$ cat src/rtl/if_id_ctrl_pkg.sv
// Shared front-end definitions for the IF/ID sequencer: state encoding,
// PC width, flush counter width and the redirect payload.
package if_id_ctrl_pkg;

   localparam int unsigned PC_W        = 64;
   localparam int unsigned FLUSH_CNT_W = 3;

   typedef enum logic [1:0] {
      ST_RUN   = 2'd0,
      ST_HOLD  = 2'd1,
      ST_MISS  = 2'd2,
      ST_FLUSH = 2'd3
   } fe_state_e;

   typedef struct packed {
      logic            vld;
      logic [PC_W-1:0] pc;
   } redirect_t;

endpackage

$ cat src/rtl/if_id_ctrl_sat_counter.sv
// Saturating up-counter used for front-end stall performance monitoring.
//  clk, rst_n : clock, async active-low reset
//  inc        : count this cycle
//  cnt        : current count, sticks at all-ones
module if_id_ctrl_sat_counter #(
   parameter int unsigned CNT_W = 32
) (
   input  logic             clk,
   input  logic             rst_n,
   input  logic             inc,
   output logic [CNT_W-1:0] cnt
);

   always_ff @(posedge clk or negedge rst_n) begin
      if (!rst_n) begin
         cnt <= '0;
      end else if (inc && (cnt != {CNT_W{1'b1}})) begin
         cnt <= cnt + CNT_W'(1);
      end
   end

endmodule

$ cat src/rtl/if_id_ctrl.sv
// IF/ID pipeline register sequencer: bubbles on icache miss, holds on decode
// backpressure, redirects fetch and flushes on branch mispredict, and counts
// front-end stall cycles.
//  icache_hit / dec_full / mispredict / mispred_pc : fetch, decode, execute inputs
//  if_id_stall, fetch_stall : combinational hold requests (same-cycle response)
//  if_id_valid              : registered decode qualifier
//  redirect_vld/redirect_pc : registered one-cycle fetch redirect
//  stall_cnt                : saturating count of stalled or bubble cycles
module if_id_ctrl
   import if_id_ctrl_pkg::*;
#(
   parameter int unsigned FLUSH_CYCLES = 2,
   parameter int unsigned CNT_W        = 32
) (
   input  logic             clk,
   input  logic             rst_n,
   input  logic             icache_hit,
   input  logic             dec_full,
   input  logic             mispredict,
   input  logic [63:0]      mispred_pc,
   output logic             if_id_stall,
   output logic             if_id_valid,
   output logic             fetch_stall,
   output logic             redirect_vld,
   output logic [63:0]      redirect_pc,
   output logic [CNT_W-1:0] stall_cnt
);

   localparam logic [FLUSH_CNT_W-1:0] FLUSH_LOAD = FLUSH_CNT_W'(FLUSH_CYCLES - 1);

   fe_state_e              state_q, state_d;
   logic [FLUSH_CNT_W-1:0] flush_cnt_q, flush_cnt_d;
   logic                   valid_q, valid_d;
   redirect_t              redir_q, redir_d;
   logic                   hold_ok_c;
   logic                   stall_inc_c;

   // State and registered outputs
   always_ff @(posedge clk or negedge rst_n) begin
      if (!rst_n) begin
         state_q     <= ST_RUN;
         flush_cnt_q <= '0;
         valid_q     <= 1'b0;
         redir_q     <= '0;
      end else begin
         state_q     <= state_d;
         flush_cnt_q <= flush_cnt_d;
         valid_q     <= valid_d;
         redir_q     <= redir_d;
      end
   end

   // Next state; priority mispredict > dec_full > !icache_hit
   always_comb begin
      state_d     = state_q;
      flush_cnt_d = flush_cnt_q;
      valid_d     = valid_q;
      redir_d     = redir_q;
      redir_d.vld = 1'b0;

      if (mispredict) begin
         // Entering or restarting a flush always reloads the bubble count
         state_d     = ST_FLUSH;
         flush_cnt_d = FLUSH_LOAD;
         valid_d     = 1'b0;
         redir_d.vld = 1'b1;
         redir_d.pc  = mispred_pc;
      end else if (state_q == ST_FLUSH) begin
         // Wrong-path bundles are discarded regardless of backpressure
         valid_d = 1'b0;
         if (flush_cnt_q == '0) begin
            state_d = ST_RUN;
         end else begin
            flush_cnt_d = flush_cnt_q - FLUSH_CNT_W'(1);
         end
      end else if (dec_full) begin
         // Register holds whatever it has, real bundle or bubble
         state_d = ST_HOLD;
      end else if (!icache_hit) begin
         state_d = ST_MISS;
         valid_d = 1'b0;
      end else begin
         state_d = ST_RUN;
         valid_d = 1'b1;
      end
   end

   // Holds are suppressed under reset, during a flush and on a mispredict
   assign hold_ok_c   = rst_n && !mispredict && (state_q != ST_FLUSH);
   assign if_id_stall = hold_ok_c && dec_full;
   assign fetch_stall = hold_ok_c && (dec_full || !icache_hit);

   assign if_id_valid  = valid_q;
   assign redirect_vld = redir_q.vld;
   assign redirect_pc  = redir_q.pc;

   assign stall_inc_c = !valid_q || if_id_stall;

   if_id_ctrl_sat_counter #(
      .CNT_W (CNT_W)
   ) u_stall_cnt (
      .clk   (clk),
      .rst_n (rst_n),
      .inc   (stall_inc_c),
      .cnt   (stall_cnt)
   );

endmodule

$ cat config.mk
export PLATFORM = sky130hd
export DESIGN_NAME = if_id_ctrl
export DESIGN_NICKNAME = d
export VERILOG_FILES = /design/src/rtl/if_id_ctrl_pkg.sv /design/src/rtl/if_id_ctrl_sat_counter.sv /design/src/rtl/if_id_ctrl.sv
export SDC_FILE = /design/constraint.sdc
export NUM_CORES = 1
export LEC_CHECK = 0
export ABC_AREA = 1
export BUFFER_PORTS_ARGS = -buffer_cell sky130_fd_sc_hd__buf_4
export CAP_MARGIN = 30
export CORE_AREA = 2 2 102 104
export DETAILED_ROUTE_END_ITERATION = 7
export DIE_AREA = 0 0 104 106
export PLACE_DENSITY = 0.79
export SETUP_SLACK_MARGIN = 0.2
export SLEW_MARGIN = 40
export SYNTH_ARGS = -nofsm -noshare
export SYNTH_HDL_FRONTEND = slang
export SYNTH_SLANG_ARGS = --single-unit
$ cat constraint.sdc
create_clock -name clk -period 1.87 [get_ports clk]
set_input_delay 0.187 -clock clk [delete_from_list [all_inputs] [get_ports clk]]
set_output_delay 0.187 -clock clk [all_outputs]
set_load 0.1 [all_outputs]
; Yosys cells after proc, flatten, opt, wreduce, memory -nomap -nowiden
; Index checks and enable logic that the tools add are counted.
[classes]
n_mux = 13
n_eq_ne = 6
shift = 0
n_lt_le_gt_ge = 0
reduce_logical = 13
div_mod_pow = 0
bitwise = 0
n_mul = 0
n_addsub = 2
[op_table]
columns = operator, n
row1 = $mux 65, 1
row2 = $add 32x1->32 const B, 1
row3 = $ne 32x32->1 const B, 1
row4 = $mux 2, 5
row5 = $mux 3, 3
row6 = $logic_and 1x1->1, 5
row7 = $mux 1, 4
row8 = $ne 2x2->1 const B, 2
row9 = $logic_not 1->1, 3
row10 = $logic_not 3->1, 1
row11 = $ne 3x1->1 const B, 1
row12 = $ne 3x2->1 const B, 1
row13 = $sub 3x1->3 const B, 1
row14 = $eq 2x2->1 const B, 1
row15 = $logic_or 1x1->1, 2
row16 = $reduce_and 2->1, 1
row17 = $reduce_bool 2->1, 1
[totals]
rom_bits = 0
ram_bits = 0
out_inout_bits = 100
ff_bits = 103
memories = 0
latch_bits = 0
elab_cells = 40

; Longest topological paths before layout
; Gate-level depths: netlist of run 1.
[logic_depth]
ltp_word = 6
depth_mapped = 10
depth_no_buf = 10

; Cells and area by module
; A second synthesis of run 1 with hierarchy kept.
[unflattened]
cells_unflattened = 649
area_unflattened_um2 = 4932.2
[by_module_without_submodules]
columns = module, seq_area_each_um2, area_per_inst_um2, cells_per_inst, instances
row1 = if_id_ctrl, 1776.7, 2741.4, 316, 1
row2 = if_id_ctrl_sat_counter, 800.8, 2190.9, 333, 1

; Worst setup path before layout of run 1
; Ideal clock, no wire load.
[synth_path]
kind = register -> register
from = register u_stall_cnt.cnt[1]
to = register u_stall_cnt.cnt[2]
slack_ps = -426
arrival_ps = 2228
n_path_buf = 1
period_less_slack_ps = 2296
required_time_ps = 1802
stages_incl_launch_ff = 11
cell_sequence = dfrtp_1 > ha_1 > nand2_1 > nor2_4 > nand2_4 > nor2_8 > nand3_4 > nand2_4 > buf_6 > nand2_1 > nand2_1
[synth_between]
elab_chain_cells = 2
word_cells_on_any_way = 3
cone_classes = add/sub: 1 / eq/ne: 1 / reduce/logical: 1
[synth_rtl]
columns = item, line
row1 = start: declaration, if_id_ctrl_sat_counter.sv:11  ; output logic [CNT_W-1:0] cnt
row2 = start signal: assignment, if_id_ctrl_sat_counter.sv:18  ; cnt <= cnt + CNT_W'(1);
row3 = "parallel branches: the longest is 2 deep, another holds $add 32x1->32", --
; Several ways; the timed one is not identified.
; A chain may end at the register's enable or synchronous reset.

; Worst setup path after layout of run 1
[layout_path]
from = input rst_n
to = output if_id_stall
[layout_between]
elab_chain_cells = 3
[layout_rtl]
columns = item, line
row1 = start: declaration, if_id_ctrl.sv:16  ; input logic rst_n,
row2 = $logic_and 1x1->1 (2 in series), if_id_ctrl.sv:89  ; assign hold_ok_c = rst_n && !mispredict && (state_q != ST_FLUSH);
row3 = $logic_and 1x1->1, if_id_ctrl.sv:90  ; assign if_id_stall = hold_ok_c && dec_full;
row4 = end: declaration, if_id_ctrl.sv:21  ; output logic if_id_stall,
; No other way between the ends.

==> results of run 1 <==
==> cell usage after synthesis <==
cell      instances
nand2_1         391
dfrtp_1         103
nor2_1           47
inv_1            36
nand3_1          20
clkbuf_1         12
xor2_1           10
xnor2_1           5
nor2_2            4
a21oi_1           3
buf_2             3
buf_6             3
ha_1              3
o21ai_0           3
buf_1             2
nand2_4           2
o22ai_1           2
inv_2             1
nand2_2           1
nand3_4           1
nand4_1           1
nor2_4            1
nor2_8            1
o31ai_1           1
==> through the flow <==
| stage | total power [W] | worst slack (ns) | hold slack [ns] | instances |
|---|---|---|---|---|
| finish | 0.006929 | 0.1826 | 0.01855 | 979 |
| global route | 0.007259 | 0.1247 | 0.001945 | 979 |
| CTS | 0.006882 | 0.1978 | 0.00009470 | 968 |
| detailed placement | 0.005464 | 0.1417 | 0.3494 | 947 |
| global placement | 0.005395 | 0.2076 | 0.3416 | 947 |
| floorplan | 0.004773 | 0.1237 | -0.1086 | 656 |
==> power by group through the flow <==
stage               clock network, W  registers, W  logic (W)
finish                       0.00140       0.00273    0.00280
global route                 0.00153       0.00277    0.00296
CTS                          0.00145       0.00272    0.00272
detailed placement                 0       0.00276    0.00270
global placement                   0       0.00274    0.00265
floorplan                          0       0.00417   0.000608
==> area by class of cell <==
class | instances | area, sq um
Tap cell | 136 | 170.2
Clock buffer | 9 | 123.9
Sequential cell | 103 | 2648
Multi-Input combinational cell | 498 | 2218
Clock inverter | 7 | 72.57
Timing Repair Buffer | 189 | 1448
Inverter | 37 | 138.9
Fill cell | 843 | 3181
==> registers in the layout (all words and copies together) (netlist names) <==
register and flops:
flush_cnt_q 3, if_id_valid 1, redirect_pc 64, redirect_vld 1
state_q 2, u_stall_cnt.cnt 32
==> worst min-delay path, delay by kind of cell <==
family | cells | cell delay [ns]
AND/OR/NAND/NOR | 2 | 0.09
buffers and inverters | 1 | 0.07
==> logic make-up after synthesis <==
logic type / synth area share (%)
AO/OA/AOI/OAI: 1.023
XOR/XNOR: 2.687
adder cells (fa/ha/maj): 0.7677
buffers and inverters: 4.913
flip-flops: 52.71
AND/OR/NAND/NOR: 37.90
==> path summary, 6_finish.rpt <==
path	end	slack [ns]
max	if_id_stall	0.18
min	redirect_pc[23]	0.02
max reg2reg	u_stall_cnt.cnt[1]	0.21
min reg2reg	redirect_pc[52]	0.48
max in group asynchronous	u_stall_cnt.cnt[4]	0.92
min in group asynchronous	u_stall_cnt.cnt[10]	0.52
==> routing by layer <==
metal / GRT usage [%] / up-vias / part of all wire (%) / wire, um
met1: 29.42 / 2203 / 41 / 5476
li1: - / 2334 / - / -
met4: 10.52 / 0 / 2.1 / 285
met3: 6.193 / 23 / 8.0 / 1070
met2: 41.21 / 171 / 49 / 6561
met5: 0 / - / 0 / 0
==> what timing repair did <==
action | in CTS | in global routing
hold buffers | 5 | 0
endpoints found under the setup margin | 31 | 32
gates resized for setup | 3 | 24
hold endpoints to repair | 107 | 0
pin swaps | 0 | 12
gates cloned | 0 | 2
setup buffers | 0 | 9
==> flow_metrics.py, run 1 <==
metrics = {
    "run_status": {
        "outcome": "finished, final reports clean",
    },
    "synthesis": {
        "synth.top_cell.area_share_pct": 52.71,
        "yosysWarnings": 0,
        "syn_nets": 728,
        "synth_top_cell_by_area": "dfrtp_1",
        "syn_area_per_cell_sq_um": 7.454,
        "ys_top_cells_by_area": "dfrtp_1, nand2_1, nor2_1",
        "synth_cells": 656,
        "synth_area_sq_um": 4890,
        "ys_seq_area_share_pct": 52.71,
        "synthDistinctLibCells": 24,
        "ys_ff_latch": 103,
    },
    "setup_path": {
        "critPathSlowestCell": "dlygate4sd3_1",
        "end_kind": "output pin",
        "critical_path.cell_chain": "dlygate4sd3_1 > buf_4 > nand4_1 > inv_1 > buf_4",
        "critPathMaxFanout": 3,
        "critical_path.startpoint": "rst_n",
        "worst_setup_path_start_kind": "input pin",
        "crit_type": "in -> out",
        "critPathArrivalTime_ns": 1.50,
        "cp.required_ns": 1.68,
        "r2r_start": "u_stall_cnt.cnt[0]",
        "critPathMaxStageDelay_ns": 0.56,
        "cp.depth": 5,
        "critPathTopFamily": "buffers and inverters",
        "path_buf_inv": 4,
        "ff2ff_path_depth": 9,
        "crit_path_frequent_cell": "buf_4",
    },
    "sta": {
        "finalSetupViolCount": 0,
        "fin_crit_ns": 1.687,
        "fmax_mhz": 592.6,
        "fin_setup_tns_ns": 0,
        "worstMarginPinSlew_ns": 0.6207,
        "hold_viol": 0,
        "skew_ns": 0.01217,
        "relSlewSlack_pct": 58.62,
        "slew_viol_final": 0,
        "post-route-period-util_pct": 90.24,
        "rsz0062_at_grt": "true",
    },
    "cts": {
        "cts.sinks": 103,
        "cts_tree": "done",
        "cts-buffers-inserted": 9,
        "clock_path_buffers": 2,
        "root_buffer": "clkbuf_8",
        "htreeDepth": 3,
        "cts.reportedPaths.clkPinSlew_ns": 0.10,
        "clk_latency_ns": 0.36,
    },
    "worst_hold_path": {
        "hold_path_depth": 3,
        "hold_path_class": "in -> reg",
        "min_from": "mispred_pc[23]",
    },
    "die": {
        "initial_utilization_pct": 48.90,
        "die-area_sq_um": 11020,
        "fp-row-count": 37,
        "die_h_um": 106,
        "num_io_pins": 169,
        "core-area_sq_um": 10000,
        "die_x_um": 104,
    },
    "route": {
        "drt-total-wl_um": 13390,
        "vias": 4731,
        "vias_per_cell": 4.832,
        "drt_iter0_drc": 182,
        "route.detailed.drc": 0,
        "wl_per_cell_um": 13.68,
        "postRouteAntennaNets": 0,
        "drtPass1Iterations": 4,
    },
    "global_routing": {
        "grt_pass1_wl_um": 21640,
        "grt_max_degree": 104,
        "grt_antenna_before_repair": 0,
        "grt.overflow.total": 0,
        "grtUsageTotal_pct": 24.27,
        "grt_pass1_vias": 4632,
    },
    "layout": {
        "final_util_pct": 68.19,
        "area_growth_pct": 39.46,
        "drive_gt1_share_pct": 31.44,
        "antenna_cells": 0,
        "final_cell_mix": "nand2_1, buf_4, dfrtp_1",
        "fin_nets": 910,
        "stdcell_area_sq_um": 6819,
        "final_common_cell": "nand2_1",
    },
    "power": {
        "swShare_pct": 45.29,
        "power.switching_w": 0.003138,
        "comb_power_share_pct": 40.4,
        "p_per_area_nw_per_um2": 1016,
        "p_int_w": 0.003791,
        "p_leak_nw": 3.661,
        "ir_drop_uv": 633.7,
        "power.share.sequential_pct": 39.4,
        "p_clk_share_pct": 20.2,
    },
    "placement": {
        "io_buffers": 168,
        "dpl_cell_area_sq_um": 6377,
        "place.gp.congestion": 0.8903,
        "hpwlAfterDp_um": 9391,
    },
    "flow_run": {
        "maxCapViolCount": 0,
    },
}
(Power assumes the default switching activity.)
==> run 2, diff against run 1 <==
--- a/config.mk
+++ b/config.mk
@@ -12,7 +12,6 @@
 export DETAILED_ROUTE_END_ITERATION = 7
 export DIE_AREA = 0 0 104 106
 export PLACE_DENSITY = 0.79
-export SETUP_SLACK_MARGIN = 0.2
 export SLEW_MARGIN = 40
 export SYNTH_ARGS = -nofsm -noshare
 export SYNTH_HDL_FRONTEND = slang
==> run 2 against run 1 <==
Compared with the run above: via count down 2.0%; global-route usage down 0.60 points; highest routed layer unchanged; final area down 3.7%; clock skew down 0.0031 ns.
==> flow_metrics.py, run 2 (same netlist as run 1, synthesis figures left out) <==
metrics = {
    "sta": {
        "slew_viol_final": 0,
        "finalWorstSetupSlack_ns": 0.1433,
        "relSlewSlack_pct": 57.00,
        "fin_setup_tns_ns": 0,
        "fmax_mhz": 579.2,
        "fin_crit_ns": 1.727,
        "skew_ns": 0.009019,
        "post-route-period-util_pct": 92.33,
        "finalSetupViolCount": 0,
        "rsz0062_at_grt": "false",
        "worstMarginPinSlew_ns": 0.6451,
        "hold_viol": 0,
    },
    "route": {
        "vias": 4635,
        "wl_per_cell_um": 13.19,
        "drt-total-wl_um": 12740,
        "postRouteAntennaNets": 0,
        "dr_wl_met3_um": 1146,
        "dr.max_layer_used": "met4",
        "drt_iter0_drc": 222,
        "vias_per_cell": 4.798,
        "wirelength_met1_um": 5227,
        "route.detailed.drc": 0,
        "drtPass1Iterations": 4,
        "wl_met2_um": 6083,
    },
    "die": {
        "die-area_sq_um": 11020,
        "die_x_um": 104,
        "die_h_um": 106,
        "num_io_pins": 169,
        "fp-row-count": 37,
        "initial_utilization_pct": 48.90,
        "core-area_sq_um": 10000,
    },
    "layout": {
        "final_cell_mix": "nand2_1, buf_4, dfrtp_1",
        "fillers": 858,
        "final_common_cell": "nand2_1",
        "area_growth_pct": 34.37,
        "fin_nets": 897,
        "antenna_cells": 0,
        "multi_input_area_sq_um": 2093,
        "largest_register_ffs": 64,
        "seqCellArea_sq_um": 2619,
        "drive_gt1_share_pct": 28.07,
        "stdcell_area_sq_um": 6570,
        "final_util_pct": 65.70,
    },
    "power": {
        "finalPower_w": 0.006774,
        "ir_drop_uv": 597.0,
        "p_per_area_nw_per_um2": 1031,
        "p_leak_nw": 3.573,
    },
    "cts": {
        "htreeDepth": 3,
        "clock_path_buffers": 2,
        "cts.reportedPaths.clkPinSlew_ns": 0.10,
        "cts-buffers-inserted": 9,
        "cts_tree": "done",
        "clk_latency_ns": 0.36,
        "cts.sinks": 103,
        "root_buffer": "clkbuf_8",
    },
    "setup_path": {
        "critPathArrivalTime_ns": 2.03,
        "critPathSlowestCell": "dfrtp_4",
        "worst_setup_path_start_kind": "flip-flop",
        "crit_path_frequent_cell": "nand2_1",
        "critPathMaxFanout": 30,
        "cp.depth": 9,
        "end_kind": "flip-flop",
        "critPathMaxStageDelay_ns": 0.45,
        "cp.required_ns": 2.17,
        "critical_path.cell_chain": "ha_1 > nand2_1 > nor2_4 > nand2_4 > nor2_8 > nand3_4 > nand2_8 > nand2_1 > nand2_1",
        "path_buf_inv": 0,
        "critPathTopFamily": "simple AND/OR/NAND/NOR gates",
        "crit_type": "reg -> reg",
        "ff2ff_path_depth": 9,
    },
    "global_routing": {
        "grt_max_degree": 103,
        "grt_pass1_vias": 4610,
        "grt.overflow.total": 0,
        "grtUsageTotal_pct": 23.68,
        "grt_pass1_wl_um": 21280,
        "grt_antenna_before_repair": 0,
    },
    "placement": {
        "place_ws_ns": 0.07328,
        "io_buffers": 168,
        "dpl_cell_area_sq_um": 6341,
        "place.gp.congestion": 0.9326,
        "hpwlAfterDp_um": 9435,
    },
    "flow_run": {
        "maxCapViolCount": 0,
    },
    "run_status": {
        "outcome": "finished, final reports clean",
    },
    "worst_hold_path": {
        "hold_path_depth": 3,
        "hold_path_class": "in -> reg",
    },
}
-- run 2: final cells by class --
class                      count  share of cell area (%)
clock buffer                  10                   1.942
clock inverter                 6                   1.028
inverter                      37                   2.114
multi-input combinational    496                   31.86
sequential                   103                   39.86
tap                          136                   2.590
timing repair buffer         178                   20.61
-- run 2: metrics by stage --
step,hold WS (ns),cells
after global routing,0.001662,966
after CTS,0.0003381,966
after detailed placement,-0.01059,948
after global placement,-0.009380,948
final,0.01702,966
after floorplan,-0.1086,656
-- run 2: worst min-delay path, cell delays in order --
cell and delay, ns:
buf_4 0.07, nand2_1 0.04, nand2_1 0.05
-- run 2: path summary, 6_finish.rpt --
| check | end | start | slack (ns) |
|---|---|---|---|
| min in group asynchronous | if_id_valid | rst_n | 0.23 |
| hold reg to reg | redirect_pc[61] | redirect_pc[61] | 0.48 |
| setup reg to reg | u_stall_cnt.cnt[6] | u_stall_cnt.cnt[0] | 0.14 |
| max in group asynchronous | u_stall_cnt.cnt[25] | rst_n | 0.90 |
| hold / removal | redirect_pc[48] | mispred_pc[48] | 0.02 |
| setup / recovery | u_stall_cnt.cnt[6] | u_stall_cnt.cnt[0] | 0.14 |
-- run 2: timing repair --
| action | in CTS | in global routing |
|---|---|---|
| buffers inserted | 0 | 0 |
| resized for setup | 0 | 2 |
| endpoints found under the setup margin | 0 | 31 |
| hold buffers | 2 | 0 |
| endpoints found under the hold margin | 104 | 0 |
-- run 2: power breakdown --
group	internal, W	switching [W]
combinational	0.000590	0.00209
clock	0.000630	0.000782
sequential	0.00249	0.000196
total	0.00371	0.00307
-- run 2: layer usage --
| layer | up-vias | GRT usage, % |
|---|---|---|
| met5 | - | 0 |
| met4 | 0 | 7.625 |
| met3 | 23 | 8.216 |
| met2 | 172 | 39.43 |
| met1 | 2129 | 29.02 |
| li1 | 2311 | - |
